$ cat config.mk
export PLATFORM = sky130hd
export DESIGN_NAME = mem_port_arbiter
export DESIGN_NICKNAME = d
export VERILOG_FILES = /design/src/rtl/mem_port_arbiter_pkg.sv /design/src/rtl/rr_arb2.sv /design/src/rtl/mem_port_arbiter.sv
export SDC_FILE = /design/constraint.sdc
export NUM_CORES = 1
export LEC_CHECK = 0
export CAP_MARGIN = 20
export CORE_ASPECT_RATIO = 1.25
export CORE_MARGIN = 2
export CORE_UTILIZATION = 37
export DETAILED_ROUTE_END_ITERATION = 6
export PLACE_DENSITY = 0.9
export SLEW_MARGIN = 10
export SYNTH_ARGS = -nofsm -noshare
export SYNTH_HDL_FRONTEND = slang
export SYNTH_HIERARCHICAL = 1
export SYNTH_SLANG_ARGS = --single-unit
$ cat constraint.sdc
create_clock -name CLK -period 2.6 [get_ports CLK]
set_input_delay 0.52 -clock CLK [delete_from_list [all_inputs] [get_ports CLK]]
set_output_delay 0.52 -clock CLK [all_outputs]
set_load 0.05 [all_outputs]
$ cat src/rtl/mem_port_arbiter_pkg.sv
// Shared parameters, FSM encoding and helpers for the two-port memory arbiter.
package mem_port_arbiter_pkg;

  localparam int ADDR_BITS_DEF = 16;
  localparam int DATA_BITS_DEF = 8;
  localparam int ROM_SIZE_DEF  = 1024;

  localparam logic [7:0] VIOL_MAX = 8'hFF;

  typedef enum logic [1:0] {
    ST_IDLE   = 2'd0,
    ST_ACCESS = 2'd1,
    ST_RESP   = 2'd2
  } state_t;

  function automatic logic [7:0] sat_inc(input logic [7:0] value);
    return (value == VIOL_MAX) ? value : value + 8'd1;
  endfunction

endpackage

$ cat src/rtl/rr_arb2.sv
// Two-input round-robin grant: the port not granted last wins a tie; port 0
// is favoured after reset.
module rr_arb2 (
  input  logic clk,
  input  logic reset,
  input  logic req0,
  input  logic req1,
  input  logic take,
  output logic gnt0,
  output logic gnt1
);

  // prio = 1 means port 1 wins a tie
  logic prio;

  always_comb begin
    gnt0 = req0 && (!req1 || !prio);
    gnt1 = req1 && (!req0 || prio);
  end

  always_ff @(posedge clk) begin
    if (reset) begin
      prio <= 1'b0;
    end else if (take && (gnt0 || gnt1)) begin
      prio <= gnt0;
    end
  end

endmodule

$ cat src/rtl/mem_port_arbiter.sv
// Two requesters share one synchronous memory: round-robin arbitration,
// fixed three-cycle access (IDLE/ACCESS/RESP) and blocking of ROM writes.
module mem_port_arbiter
  import mem_port_arbiter_pkg::*;
#(
  parameter int ADDR_BITS = ADDR_BITS_DEF,
  parameter int DATA_BITS = DATA_BITS_DEF,
  parameter int ROM_SIZE  = ROM_SIZE_DEF
) (
  input  logic                 CLK,
  input  logic                 RESET,
  input  logic                 rq0_req,
  input  logic                 rq0_we,
  input  logic [ADDR_BITS-1:0] rq0_addr,
  input  logic [DATA_BITS-1:0] rq0_wdata,
  output logic                 rq0_ack,
  output logic [DATA_BITS-1:0] rq0_rdata,
  output logic                 rq0_err,
  input  logic                 rq1_req,
  input  logic                 rq1_we,
  input  logic [ADDR_BITS-1:0] rq1_addr,
  input  logic [DATA_BITS-1:0] rq1_wdata,
  output logic                 rq1_ack,
  output logic [DATA_BITS-1:0] rq1_rdata,
  output logic                 rq1_err,
  output logic                 mem_cs,
  output logic                 mem_we,
  output logic [ADDR_BITS-1:0] mem_addr,
  output logic [DATA_BITS-1:0] mem_wdata,
  input  logic [DATA_BITS-1:0] mem_rdata,
  output logic [7:0]           viol_cnt
);

  // Handshake: a requester raises req with we/addr/wdata stable and holds it
  // until a one-cycle ack; rdata/err are meaningful only in that ack cycle.
  // The requester drops or renews req on the edge after ack.

  localparam logic [ADDR_BITS:0] ROM_LIMIT = (ADDR_BITS+1)'(ROM_SIZE);

  state_t                 state;
  state_t                 state_next;
  logic                   gnt0;
  logic                   gnt1;
  logic                   take;
  logic                   lat_port;
  logic                   lat_we;
  logic [ADDR_BITS-1:0]   lat_addr;
  logic [DATA_BITS-1:0]   lat_wdata;
  logic                   blocked;
  logic [7:0]             viol_q;

  assign take = (state == ST_IDLE);

  rr_arb2 u_rr_arb2 (
    .clk   (CLK),
    .reset (RESET),
    .req0  (rq0_req),
    .req1  (rq1_req),
    .take  (take),
    .gnt0  (gnt0),
    .gnt1  (gnt1)
  );

  assign blocked   = lat_we && ({1'b0, lat_addr} < ROM_LIMIT);
  assign mem_addr  = lat_addr;
  assign mem_wdata = lat_wdata;
  assign viol_cnt  = viol_q;

  always_ff @(posedge CLK) begin
    if (RESET) begin
      state <= ST_IDLE;
    end else begin
      state <= state_next;
    end
  end

  always_comb begin
    state_next = state;
    mem_cs     = 1'b0;
    mem_we     = 1'b0;
    rq0_ack    = 1'b0;
    rq0_err    = 1'b0;
    rq0_rdata  = '0;
    rq1_ack    = 1'b0;
    rq1_err    = 1'b0;
    rq1_rdata  = '0;
    case (state)
      ST_IDLE: begin
        if (gnt0 || gnt1) begin
          state_next = ST_ACCESS;
        end
      end
      ST_ACCESS: begin
        // A blocked ROM write never reaches the memory.
        mem_cs     = !blocked;
        mem_we     = lat_we && !blocked;
        state_next = ST_RESP;
      end
      ST_RESP: begin
        state_next = ST_IDLE;
        if (lat_port) begin
          rq1_ack   = 1'b1;
          rq1_err   = blocked;
          rq1_rdata = lat_we ? '0 : mem_rdata;
        end else begin
          rq0_ack   = 1'b1;
          rq0_err   = blocked;
          rq0_rdata = lat_we ? '0 : mem_rdata;
        end
      end
      default: begin
        state_next = ST_IDLE;
      end
    endcase
  end

  always_ff @(posedge CLK) begin
    if (RESET) begin
      lat_port  <= 1'b0;
      lat_we    <= 1'b0;
      lat_addr  <= '0;
      lat_wdata <= '0;
      viol_q    <= 8'd0;
    end else begin
      if (state == ST_IDLE && (gnt0 || gnt1)) begin
        lat_port  <= gnt1;
        lat_we    <= gnt1 ? rq1_we    : rq0_we;
        lat_addr  <= gnt1 ? rq1_addr  : rq0_addr;
        lat_wdata <= gnt1 ? rq1_wdata : rq0_wdata;
      end
      if (state == ST_ACCESS && blocked) begin
        viol_q <= sat_inc(viol_q);
      end
    end
  end

endmodule

==> out/metrics.yaml <==
drt:
  dr.first_iter.drc_count: 32
  wl_per_cell_um: 13.5
  drtAntennaViolNets: 0
  vias_per_cell: 5.12
  vias: 2003
  post-route-drc-count: 0
  drt_pass1_iterations: 4
  wl_mm: 5.29
timing:
  post-route-period-util_pct: 91.1
  finalSetupTns_ns: 0
  fin_ws_ns: 0.231
  hold_viol: 0
  fin_crit_ns: 2.37
  slew_violations: 0
  fin_worst_skew_ns: 0.00536
  rsz0062_at_grt: "no"
  fmax_mhz: 422
  final-setup-viol-count: 0
  tightest_slew_ns: 0.616
  maxSlewHeadroom_pct: 58.8
logic_synthesis:
  yosysWarnings: 6
  ys_async_sr_fraction_pct: 0
  yosysTopAreaCellShare_pct: 39.9
  yosysTopAreaCell: "dfxtp_1"
  syn_area_mm2: 0.00185
  synth_seq_cells: 37
  seq_area_frac_synth_pct: 39.9
  ys.flop_type: "dfxtp_1"
  syn_nets: 282
  syn_inst: 219
  synth_edf_count: 0
  ys_types: 35
  yosys-top-cells-area: "dfxtp_1, mux2i_1, nor2_1"
  synth.avg_cell_area_um2: 8.47
final_layout:
  fin_area_mm2: 0.00317
  seqCellArea_um2: 741
  nNetsFinal: 394
  instances_no_fill: 391
  nFillCells: 391
  diodes: 0
  drive_gt1_share_pct: 12.1
  multi_input_area_mm2: 0.00105
  area_growth_syn_to_layout_pct: 71.2
  final_common_cell: "clkdlybuf4s50_1"
  final_cell_mix: "clkdlybuf4s50_1, nor2_1, dfxtp_1"
worst_setup_path:
  critPathMaxStageDelay_ns: 0.54
  startpoint_type: "flip-flop"
  cp_slowest_cell: "or4_4"
  crit_path_max_fanout: 4
  path_cells: "or4_4, nor3_2, nand2_1, nor2_1, buf_12"
  arrival_ns: 1.85
  worst_setup_path_end_kind: "output port"
  crit_required_ns: 2.08
  worstSetupPathType: "flip-flop to output port"
global_routing:
  grt_pass1_wl_mm: 8.42
  antenna_found_initial: 0
  grt_pass1_vias: 1900
  grt_max_degree: 52
  grt_remaining_overflow: 0
  grt_usage_pct: 19.2
placement:
  gp_congestion: 0.770
  place.port_buffers: 115
  place_area_mm2: 0.00308
  post-dp-hpwl_mm: 4.17
  place_inst: 384
  place_ws_ns: 0.380
clocking:
  cts_tree: "yes"
  htree_levels: 2
  clockBufferDepth: 2
  clock_sinks: 37
  clk_latency_ns: 0.28
  clk_pin_slew_ns: 0.06
  cts_buffers: 5
  cts_root_buffer: "clkbuf_8"
power_and_ir_drop:
  p_total_mw: 1.70
  cellPowerDensity_mw_per_mm2: 535
  power_leakage_nw: 1.23
  ir_worst_vdd_uv: 332
min_path:
  hp-class: "flip-flop to flip-flop"
outcome:
  outcome: "finished, final reports clean"
flow_run:
  drv_cap: 0
die:
  row_count: 28
  pin_count: 116
  die_y_um: 83.2
  initial_core_util_pct: 38.6
  dieArea_mm2: 0.00560
  fp.dieW_um: 67.3
  core_area_mm2: 0.00480
cell type report:
| type | instances | share of cell area (%) |
|---|---|---|
| clock buffers | 7 | 2.72 |
| inverters | 5 | 0.591 |
| multi-input cells | 161 | 33.0 |
| flip-flops and latches | 37 | 23.3 |
| well taps | 60 | 2.37 |
| repair buffers | 121 | 38.0 |
final timing paths:
path                                           startpoint                         to  slack, ns  cells after the start
worst max-delay path            mem_addr[12]$_SDFFE_PP0P_                    rq1_err       0.23                      5
worst min-delay path            mem_wdata[3]$_SDFFE_PP0P_  mem_wdata[3]$_SDFFE_PP0P_       0.50                      2
worst max register to register  mem_addr[12]$_SDFFE_PP0P_   viol_cnt[4]$_SDFFE_PP0P_       0.40                      4
worst min register to register  mem_wdata[3]$_SDFFE_PP0P_  mem_wdata[3]$_SDFFE_PP0P_       0.50                      2
kinds of logic (layout without fill, tap and decap cells):
logic type               Yosys count  after routing  synth area share, %
AO/OA/AOI/OAI                     44             44                 16.9
multiplexers                      27             27                 14.6
buffers and inverters             21            133                 4.45
AND/OR/NAND/NOR                   89             89                 23.4
flip-flops                        37             37                 39.9
adder cells (fa/ha/maj)            1              1                0.675
sequential cells by signal (all words and copies together) (netlist names):
register,flops
lat_port,1
mem_addr,16
mem_wdata,8
state,2
lat_we,1
viol_cnt,8
u_rr_arb2/prio,1
synth_stat cells, types with 2 or more instances:
library cell,instances
a21oi_1,6
nand2_1,5
dfxtp_1,37
or3_1,2
nand4_1,2
or4_1,3
nor2_1,51
inv_1,5
nor2b_1,2
o31ai_1,4
nand3b_1,2
a211oi_1,25
nand2b_1,10
buf_1,2
mux2i_1,26
a21boi_0,2
nand3_1,3
nor3_1,2
clkbuf_1,13
o21ai_0,2
power by group:
part           switching [mW]  leakage [nW]  internal (mW)
Clock                   0.187        0.0443          0.210
Combinational           0.368         0.882          0.269
Sequential             0.0404         0.305          0.625
Total                   0.595          1.23           1.10
layer usage:
metal	up-vias	global-route usage (%)	part of all wire (%)
met3	11	7.99	10
met2	93	35.1	52
met4	0	6.31	1.8
li1	1006	-	-
met5	-	0	0
met1	893	18.8	36
what timing repair did:
item | in CTS | in global routing
endpoints found under the setup margin | 0 | 2
hold buffers | 0 | 0
setup buffers | 0 | 0
gates resized for setup | 0 | 1
worst max-delay path, delay by kind of cell (launching register included):
family	cells	cell delay [ns]
and+or+nand+nor	4	1.08
buffers and inverters	1	0.17
DFF	1	0.32
through the flow:
stage	util [%]	hold slack [ns]
global placement	64.2	0.483
detailed placement	64.2	0.490
CTS	66.0	0.499
global route	66.1	0.509
floorplan	-	0.473
finish	66.1	0.497
(Power assumes the default switching activity.)
